==> config.mk <==
export PLATFORM = sky130hd
export DESIGN_NAME = product_accumulator
export DESIGN_NICKNAME = d
export VERILOG_FILES = /design/src/rtl/product_accumulator_pkg.sv /design/src/rtl/product_accumulator_sat_add.sv /design/src/rtl/product_accumulator.sv
export SDC_FILE = /design/constraint.sdc
export NUM_CORES = 1
export LEC_CHECK = 0
export CORE_MARGIN = 5
export CORE_UTILIZATION = 41
export DETAILED_ROUTE_END_ITERATION = 8
export GPL_ROUTABILITY_DRIVEN = 0
export HOLD_SLACK_MARGIN = 0.03
export SLEW_MARGIN = 5
export SYNTH_ARGS = -nofsm -noshare
export SYNTH_HDL_FRONTEND = slang
export SYNTH_SLANG_ARGS = --single-unit
==> constraint.sdc <==
create_clock -name clk -period 2.6 [get_ports clk]
set_clock_uncertainty 0.15 [all_clocks]
set_input_delay 0.65 -clock clk [delete_from_list [all_inputs] [get_ports clk]]
set_output_delay 0.65 -clock clk [all_outputs]
set_load 0.01 [all_outputs]
==> src/rtl/product_accumulator_pkg.sv <==
// Shared definitions for the multiply-accumulate stages: default datapath widths,
// window counter width and the accumulator state encoding.
package product_accumulator_pkg;

    localparam int PA_PROD_W = 4;   // matches the multiplier product width
    localparam int PA_ACC_W  = 8;
    localparam int PA_CNT_W  = 8;   // holds any legal window size (1..255)

    typedef enum logic [1:0] {
        ST_IDLE  = 2'd0,
        ST_ACCUM = 2'd1,
        ST_HOLD  = 2'd2
    } pa_state_e;

endpackage

==> src/rtl/product_accumulator_sat_add.sv <==
// Purpose: unsigned a+b clamped to all-ones, with a flag when the clamp engaged.
// Latency: combinational.
// Backpressure: none; pure function of its inputs.
module sat_add #(
    parameter int ACC_W = 8
) (
    input  logic [ACC_W-1:0] a_dat,
    input  logic [ACC_W-1:0] b_dat,
    output logic [ACC_W-1:0] sum_dat,
    output logic             ovf
);

    logic [ACC_W:0] wide_sum;

    always_comb begin
        wide_sum = {1'b0, a_dat} + {1'b0, b_dat};
        ovf      = wide_sum[ACC_W];
        sum_dat  = wide_sum[ACC_W] ? {ACC_W{1'b1}} : wide_sum[ACC_W-1:0];
    end

endmodule

==> src/rtl/product_accumulator.sv <==
// Purpose: sums WINDOW multiplier products into a saturating total with overflow flag.
// Latency: result valid the cycle after the WINDOW-th accepted product.
// Backpressure: in_ready drops while a result waits for out_ready; no result-to-input bypass.
module product_accumulator
    import product_accumulator_pkg::*;
#(
    parameter int PROD_W = PA_PROD_W,
    parameter int ACC_W  = PA_ACC_W,
    parameter int WINDOW = 4
) (
    input  logic              clk,
    input  logic              rst_n,
    input  logic              clear,
    input  logic              in_valid,
    output logic              in_ready,
    input  logic [PROD_W-1:0] in_prod,
    output logic              out_valid,
    input  logic              out_ready,
    output logic [ACC_W-1:0]  out_sum,
    output logic              out_ovf
);

    pa_state_e            state_q, state_d;
    logic [ACC_W-1:0]     acc_q, acc_d;
    logic [PA_CNT_W-1:0]  cnt_q, cnt_d;
    logic                 ovf_acc_q, ovf_acc_d;
    logic                 out_valid_q, out_valid_d;
    logic [ACC_W-1:0]     out_sum_q, out_sum_d;
    logic                 out_ovf_q, out_ovf_d;

    logic [PROD_W-1:0]    prod_masked;
    logic [ACC_W-1:0]     prod_ext;
    logic [ACC_W-1:0]     add_sum;
    logic                 add_ovf;
    logic                 accept;
    logic                 last_sample;

    // Masking with in_valid keeps an undriven product from reaching the adder.
    assign prod_masked = in_valid ? in_prod : '0;
    assign prod_ext    = ACC_W'(prod_masked);

    sat_add #(.ACC_W(ACC_W)) u_sat_add (
        .a_dat   (acc_q),
        .b_dat   (prod_ext),
        .sum_dat (add_sum),
        .ovf     (add_ovf)
    );

    assign in_ready    = (state_q != ST_HOLD);
    assign accept      = in_valid & in_ready;
    assign last_sample = (cnt_q == PA_CNT_W'(WINDOW - 1));

    always_comb begin
        state_d     = state_q;
        acc_d       = acc_q;
        cnt_d       = cnt_q;
        ovf_acc_d   = ovf_acc_q;
        out_valid_d = out_valid_q;
        out_sum_d   = out_sum_q;
        out_ovf_d   = out_ovf_q;

        if (clear) begin
            state_d     = ST_IDLE;
            acc_d       = '0;
            cnt_d       = '0;
            ovf_acc_d   = 1'b0;
            out_valid_d = 1'b0;
        end else begin
            unique case (state_q)
                ST_IDLE, ST_ACCUM: begin
                    if (accept) begin
                        if (last_sample) begin
                            out_sum_d   = add_sum;
                            out_ovf_d   = ovf_acc_q | add_ovf;
                            out_valid_d = 1'b1;
                            acc_d       = '0;
                            cnt_d       = '0;
                            ovf_acc_d   = 1'b0;
                            state_d     = ST_HOLD;
                        end else begin
                            acc_d     = add_sum;
                            cnt_d     = cnt_q + 1'b1;
                            ovf_acc_d = ovf_acc_q | add_ovf;
                            state_d   = ST_ACCUM;
                        end
                    end
                end
                ST_HOLD: begin
                    if (out_ready) begin
                        out_valid_d = 1'b0;
                        state_d     = ST_IDLE;
                    end
                end
                default: begin
                    state_d     = ST_IDLE;
                    acc_d       = '0;
                    cnt_d       = '0;
                    ovf_acc_d   = 1'b0;
                    out_valid_d = 1'b0;
                end
            endcase
        end
    end

    always_ff @(posedge clk or negedge rst_n) begin
        if (!rst_n) begin
            state_q     <= ST_IDLE;
            acc_q       <= '0;
            cnt_q       <= '0;
            ovf_acc_q   <= 1'b0;
            out_valid_q <= 1'b0;
            out_sum_q   <= '0;
            out_ovf_q   <= 1'b0;
        end else begin
            state_q     <= state_d;
            acc_q       <= acc_d;
            cnt_q       <= cnt_d;
            ovf_acc_q   <= ovf_acc_d;
            out_valid_q <= out_valid_d;
            out_sum_q   <= out_sum_d;
            out_ovf_q   <= out_ovf_d;
        end
    end

    assign out_valid = out_valid_q;
    assign out_sum   = out_sum_q;
    assign out_ovf   = out_ovf_q;

endmodule

# Word level (Yosys, flattened, before mapping)
# Cells that the tools add are included.
[totals]
regBits = 29
in_bits = 9
output_inout_bits = 11
word_cells = 50
[op_classes]
n_addsub = 2
eq_ne = 8
muxes = 24
n_bitwise = 3
n_reduce_logical = 6
[op_table]
columns = ["op", "n"]
rows = [
  ["$mux 8", 7],
  ["$pmux 8 s2", 2],
  ["$add 8x4->9", 1],
  ["$ne 3x3->1 const B", 3],
  ["$add 8x1->8 const B", 1],
  ["$eq 8x2->1 const B", 1],
  ["$mux 2", 4],
  ["$mux 1", 7],
  ["$mux 4", 1],
  ["$ne 2x2->1 const B", 2],
  ["$pmux 1 s2", 2],
  ["$pmux 2 s2", 1],
  ["$reduce_and 2->1", 2],
  ["$reduce_and 4->1", 1],
  ["$reduce_and 3->1", 1],
  ["$eq 2x1->1 const B", 1],
  ["$eq 2x2->1 const B", 1],
  ["$logic_not 2->1", 1],
  ["$reduce_or 2->1", 1],
  ["$and 1x1->1", 1],
  ["$not 1->1", 1],
  ["$or 1x1->1", 1],
]

# Logic depth before layout (Yosys ltp)
# Gate-level depths: netlist of the first run.
[logic_depth]
ltp_word = 7
mapped_depth = 7
depth_no_buf = 7

# Modules after synthesis
# A second synthesis of the first run with hierarchy kept.
[unflattened]
hier_cells = 154
hier_area_um2 = 1721.7
[modules_own_cells]
columns = ["mod", "n_inst", "cells_each", "area_each_um2", "seq_area_each_um2"]
rows = [
  ["product_accumulator", 1, 105, 1333.8, 725.7],
  ["sat_add", 1, 49, 387.9, 0.0],
]

# Least setup slack after synthesis of the first run
# OpenSTA, ideal clock, no wires.
[synth_path]
kind = "in2reg"
from = "in in_prod[0]"
to = "reg out_sum_q[2] (netlist: out_sum[2])"
setup_time_ns = 0.125
t_arrival_ns = 2.307
required_time_ns = 2.325
setup_slack_ns = 0.018
cell_stages = 7
path_buffers = 0
cell_sequence = "and2_2 -> ha_1 -> fa_1 -> a211oi_2 -> nor3_2 -> nand2b_1 -> mux2_2"
[synth_between]
elab_chain_len = 3
[synth_rtl]
columns = ["item", "line_no", "text"]
rows = [
  ["from (decl)", "product_accumulator.sv:16", "input logic [PROD_W-1:0] in_prod,"],
  ["$mux 4", "product_accumulator.sv:39", "assign prod_masked = in_valid ? in_prod : '0;"],
  ["$add 8x4->9", "product_accumulator_sat_add.sv:16", "wide_sum = {1'b0, a_dat} + {1'b0, b_dat};"],
  ["$mux 8", "product_accumulator_sat_add.sv:18", "sum_dat = wide_sum[ACC_W] ? {ACC_W{1'b1}} : wide_sum[ACC_W-1:0];"],
  ["to (signal assigned)", "product_accumulator.sv:120", "out_sum_q <= out_sum_d;"],
  ["to (decl)", "product_accumulator.sv:28", "logic [ACC_W-1:0] out_sum_q, out_sum_d;"],
]
# No other way between the ends.
# A chain may end at the register's enable or synchronous reset.

# Final worst setup path of the first run
[layout_path]
from = "in in_prod[0]"
to = "reg out_sum_q[6] (netlist: out_sum[6])"
# The elaborated chain is that of the path after synthesis.

==> results of run 1 <==
cells in the final DEF (no fill, tap or decap), types with 2 or more instances in the layout:
master,count
sky130_fd_sc_hd__ha_4,2
sky130_fd_sc_hd__nand3_1,4
sky130_fd_sc_hd__nand2b_1,2
sky130_fd_sc_hd__nor2_2,2
sky130_fd_sc_hd__a21oi_2,2
sky130_fd_sc_hd__xor2_1,6
sky130_fd_sc_hd__clkdlybuf4s50_1,18
sky130_fd_sc_hd__ha_1,3
sky130_fd_sc_hd__inv_1,5
sky130_fd_sc_hd__and2_2,3
sky130_fd_sc_hd__a22o_1,3
sky130_fd_sc_hd__o21ai_0,6
sky130_fd_sc_hd__nand2_1,7
sky130_fd_sc_hd__mux2_2,2
sky130_fd_sc_hd__o2111ai_1,2
sky130_fd_sc_hd__nor2_1,20
sky130_fd_sc_hd__xnor2_1,3
sky130_fd_sc_hd__a31oi_1,2
sky130_fd_sc_hd__clkinv_2,2
sky130_fd_sc_hd__buf_4,15
sky130_fd_sc_hd__a21oi_1,11
sky130_fd_sc_hd__clkbuf_8,5
sky130_fd_sc_hd__dfrtp_1,29
sky130_fd_sc_hd__o211ai_1,5
sky130_fd_sc_hd__o21ai_1,2
power by group through the flow:
stage	logic, mW	registers (mW)	clock network (mW)
2_1_floorplan	0.0895	0.543	0
3_3_place_gp	0.230	0.528	0
3_5_place_dp	0.234	0.529	0
4_1_cts	0.245	0.523	0.356
5_1_grt	0.266	0.528	0.376
6_report	0.243	0.522	0.346
sequential cells by signal (all words and copies together) (netlist names):
signal	flops
state_q	2
out_valid	1
out_ovf	1
out_sum	8
acc_q	8
ovf_acc_q	1
cnt_q	8
kinds of logic (layout without fill, tap and decap cells):
logic type                 Yosys count  count (layout)  share of synthesized area
xor gates and xnor gates             9               9                     0.0492
AOI/OAI and AO/OA                   48              48                      0.213
adders and majority gates            6               6                     0.0516
muxes                                3               3                     0.0234
and+or+nand+nor                     51              51                      0.186
buffers and inverters                8              48                     0.0242
DFF                                 29              29                      0.453
cell type report:
| type | count | share of cell area |
|---|---|---|
| inverters | 5 | 0.00895 |
| repair buffers | 35 | 0.149 |
| clock buffers | 6 | 0.0346 |
| multi-input cells | 117 | 0.428 |
| well taps | 48 | 0.0286 |
| clock inverters | 2 | 0.00477 |
| flip-flops and latches | 29 | 0.346 |
layer usage:
metal | GRT usage | routed length (um) | share of wire | vias up
met5 | 0 | 0 | 0 | -
met4 | 0.0779 | 94 | 0.027 | 0
met3 | 0.0374 | 114 | 0.033 | 9
met2 | 0.226 | 1620 | 0.46 | 18
met1 | 0.188 | 1680 | 0.48 | 615
li1 | - | - | - | 635
path summary, 6_finish.rpt:
kind | slack (ns) | startpoint | endpoint
worst max register to register | 0.58 | acc_q[0] | out_sum[2]
worst max-delay path | 0.05 | in_prod[0] | out_sum[6]
worst min-delay path | 0.36 | ovf_acc_q | ovf_acc_q
min in group asynchronous | 0.60 | rst_n | acc_q[0]
worst min register to register | 0.36 | ovf_acc_q | ovf_acc_q
max in group asynchronous | 1.42 | rst_n | cnt_q[7]
critical path: cells and delay by family:
kind	cells	cell delay, ns
buffers and inverters	2	0.60
adders and majority gates	2	0.36
and+or+nand+nor	2	0.66
AOI/OAI and AO/OA	3	0.28
per-stage QoR:
stage / TNS (ns) / power [mW] / setup WS (ns) / utilization / std cells
2_1_floorplan: 0 / 0.632 / 0.0184 / - / 154
3_3_place_gp: -5.50 / 0.758 / -0.359 / 0.525 / 234
3_5_place_dp: -7.36 / 0.763 / -0.482 / 0.525 / 234
4_1_cts: 0 / 1.12 / 0.0417 / 0.562 / 242
5_1_grt: 0 / 1.17 / 0.00342 / 0.564 / 242
6_report: 0 / 1.11 / 0.0520 / 0.564 / 242
repair_timing:
item / CTS / global route
resized for setup: 13 / 2
setup endpoints to repair: 18 / 5
pin swaps: 3 / 1
==> impl_summary.log, run 1 <==
[metrics] total vias in the final route: 1277
[metrics] Final Max Tran Viols: 0
[metrics] Routed WL per cell: 14.5 um
[metrics] final antenna diode count: 0
[metrics] post-synthesis sequential area ratio: 0.453
[metrics] via count of the first global-routing pass: 1295
[metrics] die area: 5260 sq um
[metrics] depth of the worst register-to-register path: 6
[metrics] Synth cell types: 49
[metrics] combinational group share of total power: 0.219
[metrics] core region area: 3720 sq um
[metrics] placed standard-cell area: 1950 sq um
[metrics] library cell used as clock root buffer: sky130_fd_sc_hd__clkbuf_8
[metrics] clock-pin slew reported for the worst setup and hold paths after clock tree synthesis: 0.06 ns
[metrics] Initial Utilization: 0.431
[metrics] CTS Buf Count: 5
[metrics] transition time at the pin with the least slew margin: 0.523 ns
[metrics] post-detailed-route DRC marker count: 0
[metrics] RSZ-0062 raised after global routing: no
[metrics] Iteration-0 DRC Markers: 78
[metrics] cell accounting for the most synthesized area: sky130_fd_sc_hd__dfrtp_1
[metrics] Maximum Capacitance Violations: 0
[metrics] instance count of the mapped netlist: 154
[metrics] FF/Latch Area: 726 sq um
[metrics] I/O pins: 20
[metrics] ratio of final minimum period to clock period: 0.980
[metrics] row count: 22
[metrics] number of setup violations in the final report: 0
[metrics] Max FO, Critical Path: 3
[metrics] most common cell in the netlist: sky130_fd_sc_hd__dfrtp_1
[metrics] maximum buffer depth of the clock tree: 2
[metrics] result of the run: finished, final reports clean
[metrics] arrival time worst endpoint: 2.56 ns
[metrics] width of the die: 72.5 um
[metrics] y dimension of the die: 72.5 um
[metrics] top-area cell type share of the netlist area: 0.453
[metrics] net switching share of the total power: 0.268
[metrics] number of cells traversed by the worst hold path: 2
[metrics] required time reported for the critical path endpoint: 2.61 ns
[metrics] Initial DRT Pass Iterations: 4
[metrics] most used flip-flop cell after synthesis: sky130_fd_sc_hd__dfrtp_1
[metrics] multi-input gate area in the final layout: 897 sq um
[metrics] post-synthesis to final-layout area growth: 30.9%
[metrics] critical path cell sequence: clkdlybuf4s50_1 > and2_4 > ha_4 > fa_2 > a211oi_4 > buf_4 > or4_4 > o211ai_1 > o21ai_1
[metrics] hold buffer count at cts: 0
[metrics] clock network fraction of total power: 0.311
[metrics] clock tree from TritonCTS: yes
[metrics] Hold WS: 0.358 ns
[metrics] number of nets with antenna violations after routing: 0
[metrics] nets: 208
[metrics] ratio of routed vias to standard cells: 5.28
[metrics] net switching component of the power: 0.298 mW
[metrics] worst-case vdd ir drop: 0.000375 V
[metrics] Worst path slowest cell: sky130_fd_sc_hd__or4_4
[metrics] final period demand of the worst path: 2.55 ns
[metrics] total setup buffers inserted after CTS: 0
[metrics] crit start category: primary input
[metrics] routed wire length: 3510 um
[metrics] first-pass GRT wire length: 5980 um
[metrics] CP max stage delay: 0.52 ns
[metrics] initial antenna violation count: 0
[metrics] nature of the critical path endpoint: flop
[metrics] critical path class: in -> reg
[metrics] Syn Area/Cell: 10.4 sq um
[metrics] leakage power figure: 0.908 nW
[metrics] Filler Cell Count: 327
[metrics] yosys warns: 0
[metrics] maximum number of pins on one net before global-route repair: 30
[metrics] fin area: 2100 sq um
[metrics] Post-synth EDFFs: 0
[metrics] number of sinks handled by clock tree synthesis: 29
[metrics] Clk Latency, worst-skew pair: 0.28 ns
[metrics] Async S/R FF share, synth: 1.00
[metrics] synthesized flop and latch total: 29
[metrics] top post-synthesis cells by area: sky130_fd_sc_hd__dfrtp_1 45%, sky130_fd_sc_hd__nor2_1 4.7%, sky130_fd_sc_hd__a21oi_1 4.1%, sky130_fd_sc_hd__ha_1 3.9%, sky130_fd_sc_hd__xor2_1 3.3%
[metrics] port bufs: 19
[metrics] cell area power density: 530 nW/um^2
[metrics] Pint: 0.814 mW
[metrics] Max H-tree Level: 2
[metrics] type of the tightest min-delay check: reg -> reg
[metrics] total nets after synthesis: 169
[metrics] synthesized cell area: 1600 sq um
[metrics] part of the total power dissipated in sequential elements: 0.470
[metrics] Max-slew headroom: 0.651
[metrics] total count of hold-check failures in the final report: 0
[metrics] top cells by count, synth: 29 x sky130_fd_sc_hd__dfrtp_1, 20 x sky130_fd_sc_hd__nor2_1, 13 x sky130_fd_sc_hd__a21oi_1
[metrics] Post-DP HPWL: 2620 um
[metrics] highest clock frequency the design can meet: 392 MHz
[metrics] global route total overflow: 0
[metrics] all-layer global routing usage: 0.147
[metrics] share of layout cells above drive strength 1: 0.263
(Power assumes the default switching activity.)
==> run 2, diff against run 1 <==
--- a/config.mk
+++ b/config.mk
@@ -5,6 +5,7 @@
 export SDC_FILE = /design/constraint.sdc
 export NUM_CORES = 1
 export LEC_CHECK = 0
+export CAP_MARGIN = 20
 export CORE_MARGIN = 5
 export CORE_UTILIZATION = 41
 export DETAILED_ROUTE_END_ITERATION = 8
==> results of run 2 <==
The final DEF is identical to that of run 1; final timing and power are the same.
==> run 3, diff against run 2 <==
--- a/config.mk
+++ b/config.mk
@@ -11,7 +11,7 @@
 export DETAILED_ROUTE_END_ITERATION = 8
 export GPL_ROUTABILITY_DRIVEN = 0
 export HOLD_SLACK_MARGIN = 0.03
-export SLEW_MARGIN = 5
+export MAX_ROUTING_LAYER = met4
 export SYNTH_ARGS = -nofsm -noshare
 export SYNTH_HDL_FRONTEND = slang
 export SYNTH_SLANG_ARGS = --single-unit
==> run 3 against run 2 <==
Net effect:
- final cell count is the same
- global-route usage grew 0.43 points
- clock power is essentially flat
- non-clock buffer count is the same
- total power is essentially flat
- count of clock-buffer cells in the layout is the same
- sequential power is essentially flat
- sequential cell count is the same
- via count is the same
- utilization is the same
- fmax is the same
==> impl_summary.log, run 3 (synthesized netlist as in run 1, its figures left out) <==
[metrics] net switching component of the power: 0.298 mW (about the same)
[metrics] cell area power density: 530 nW/um^2 (about the same)
[metrics] Final Max Tran Viols: 0 (unchanged)
[metrics] nature of the critical path endpoint: flop
[metrics] total setup buffers inserted after CTS: 0 (unchanged)
[metrics] DR top layer: met4
[metrics] share of the core filled with cells in the final layout: 0.564 (unchanged)
[metrics] number of setup violations in the final report: 0 (unchanged)
[metrics] nets: 208 (unchanged)
[metrics] Initial Utilization: 0.431 (unchanged)
[metrics] Finished Layout Cells: 242 (unchanged)
[metrics] fin area: 2100 sq um (unchanged)
[metrics] number of sinks handled by clock tree synthesis: 29 (unchanged)
[metrics] routed wire length: 3510 um (unchanged)
[metrics] clock-pin slew reported for the worst setup and hold paths after clock tree synthesis: 0.06 ns (about the same)
[metrics] met1 routed wirelength after detailed routing: 1680 um (unchanged)
[metrics] width of the die: 72.5 um (unchanged)
[metrics] Initial DRT Pass Iterations: 4 (unchanged)
[metrics] clock tree from TritonCTS: yes
[metrics] first-pass GRT wire length: 5980 um (unchanged)
[metrics] Max FO, Critical Path: 3 (unchanged)
[metrics] ratio of final minimum period to clock period: 0.980 (unchanged)
[metrics] leakage power figure: 0.908 nW (unchanged)
[metrics] worst-case vdd ir drop: 0.000375 V (unchanged)
[metrics] combinational group share of total power: 0.219 (about the same)
[metrics] net switching share of the total power: 0.268 (about the same)
[metrics] highest clock frequency the design can meet: 392 MHz (unchanged)
[metrics] maximum buffer depth of the clock tree: 2 (unchanged)
[metrics] post-synthesis to final-layout area growth: 30.9% (unchanged)
[metrics] arrival time worst endpoint: 2.56 ns (about the same)
[metrics] library cell used as clock root buffer: sky130_fd_sc_hd__clkbuf_8
[metrics] placed standard-cell area: 1950 sq um (unchanged)
[metrics] total length of routed met3 wires: 114 um (unchanged)
[metrics] placed cells: 234 (unchanged)
[metrics] y dimension of the die: 72.5 um (unchanged)
[metrics] via count of the first global-routing pass: 1295 (unchanged)
[metrics] required time reported for the critical path endpoint: 2.61 ns (about the same)
[metrics] all-layer global routing usage: 0.151 (+0.00433)
[metrics] port bufs: 19 (unchanged)
[metrics] global route total overflow: 0 (unchanged)
[metrics] I/O pins: 20 (unchanged)
[metrics] total count of hold-check failures in the final report: 0 (unchanged)
[metrics] Max H-tree Level: 2 (unchanged)
[metrics] share of layout cells above drive strength 1: 0.263 (unchanged)
[metrics] post-detailed-route DRC marker count: 0 (unchanged)
[metrics] row count: 22 (unchanged)
[metrics] RSZ-0062 raised after global routing: no
[metrics] type of the tightest min-delay check: reg -> reg
[metrics] most used cells in the layout excluding fill and tap cells: 29 x sky130_fd_sc_hd__dfrtp_1, 20 x sky130_fd_sc_hd__nor2_1, 18 x sky130_fd_sc_hd__clkdlybuf4s50_1, 15 x sky130_fd_sc_hd__buf_4, 11 x sky130_fd_sc_hd__a21oi_1
[metrics] final period demand of the worst path: 2.55 ns (unchanged)
[metrics] total vias in the final route: 1277 (unchanged)
[metrics] Filler Cell Count: 327 (unchanged)
[metrics] maximum number of pins on one net before global-route repair: 30 (unchanged)
[metrics] initial antenna violation count: 0 (unchanged)
[metrics] CTS Buf Count: 5 (unchanged)
[metrics] Max-slew headroom: 0.651 (unchanged)
[metrics] die area: 5260 sq um (unchanged)
[metrics] critical path class: in -> reg
[metrics] routed wl met2: 1620 um (unchanged)
[metrics] Design Power: 1.11 mW (about the same)
[metrics] ratio of routed vias to standard cells: 5.28 (unchanged)
[metrics] core region area: 3720 sq um (unchanged)
[metrics] part of the total power dissipated in sequential elements: 0.470 (about the same)
[metrics] Routed WL per cell: 14.5 um (unchanged)
[metrics] clock network fraction of total power: 0.311 (about the same)
[metrics] final antenna diode count: 0 (unchanged)
[metrics] transition time at the pin with the least slew margin: 0.523 ns (unchanged)
[metrics] Iteration-0 DRC Markers: 97 (+24%)
[metrics] most frequent standard cell in the layout excluding fill and tap cells: sky130_fd_sc_hd__dfrtp_1
[metrics] Pint: 0.814 mW (unchanged)
[metrics] result of the run: finished, final reports clean
[metrics] Maximum Capacitance Violations: 0 (unchanged)
[metrics] number of nets with antenna violations after routing: 0 (unchanged)
[metrics] Clk Latency, worst-skew pair: 0.28 ns (about the same)
[metrics] crit start category: primary input
[metrics] Post-DP HPWL: 2620 um (unchanged)
run 3: critical path, cell delays in order:
cell	delay, ns
sky130_fd_sc_hd__clkdlybuf4s50_1	0.46
sky130_fd_sc_hd__and2_4	0.14
sky130_fd_sc_hd__ha_4	0.12
sky130_fd_sc_hd__fa_2	0.24
sky130_fd_sc_hd__a211oi_4	0.08
sky130_fd_sc_hd__buf_4	0.14
sky130_fd_sc_hd__or4_4	0.52
sky130_fd_sc_hd__o211ai_1	0.11
sky130_fd_sc_hd__o21ai_1	0.09
run 3: through the flow:
stage               setup slack, ns  setup TNS, ns  hold slack [ns]
CTS                          0.0417              0            0.362
global placement             -0.359          -5.50            0.332
floorplan                    0.0184              0            0.204
finish                       0.0520              0            0.358
global route                0.00342              0            0.385
detailed placement           -0.482          -7.36            0.345
run 3: area by class of cell:
cell class,instances,area (sq um),area share
Inverter,5,18.8,0.00895
Sequential cell,29,726,0.346
Clock inverter,2,10.0,0.00477
Multi-Input combinational cell,117,897,0.428
Tap cell,48,60.1,0.0286
Clock buffer,6,72.6,0.0346
Timing Repair Buffer,35,313,0.149
run 3: power by group through the flow:
stage / registers, mW / logic, mW / clock network [mW]
2_1_floorplan: 0.543 / 0.0895 / 0
3_3_place_gp: 0.528 / 0.230 / 0
3_5_place_dp: 0.529 / 0.234 / 0
4_1_cts: 0.523 / 0.245 / 0.356
5_1_grt: 0.528 / 0.266 / 0.376
6_report: 0.522 / 0.243 / 0.346
run 3: path summary, 6_finish.rpt:
path                             from         end  cells after the start  slack, ns
max in group asynchronous       rst_n    cnt_q[7]                      2       1.42
min                         ovf_acc_q   ovf_acc_q                      2       0.36
min in group asynchronous       rst_n    acc_q[0]                      2       0.60
max reg2reg                  acc_q[0]  out_sum[2]                      6       0.58
max                        in_prod[0]  out_sum[6]                      9       0.05
min reg2reg                 ovf_acc_q   ovf_acc_q                      2       0.36
run 3: repair_timing:
| action | 4_1_cts | 5_1_grt |
|---|---|---|
| resized for setup | 13 | 2 |
| pin swaps | 3 | 1 |
| cloned | 0 | 0 |
| endpoints found under the setup margin | 18 | 5 |
| hold buffers | 0 | 0 |
run 3: metal layers:
metal,up-vias,global-route usage
li1,635,-
met1,615,0.188
met2,18,0.226
met3,9,0.0374
met4,0,0.0779
met5,-,-
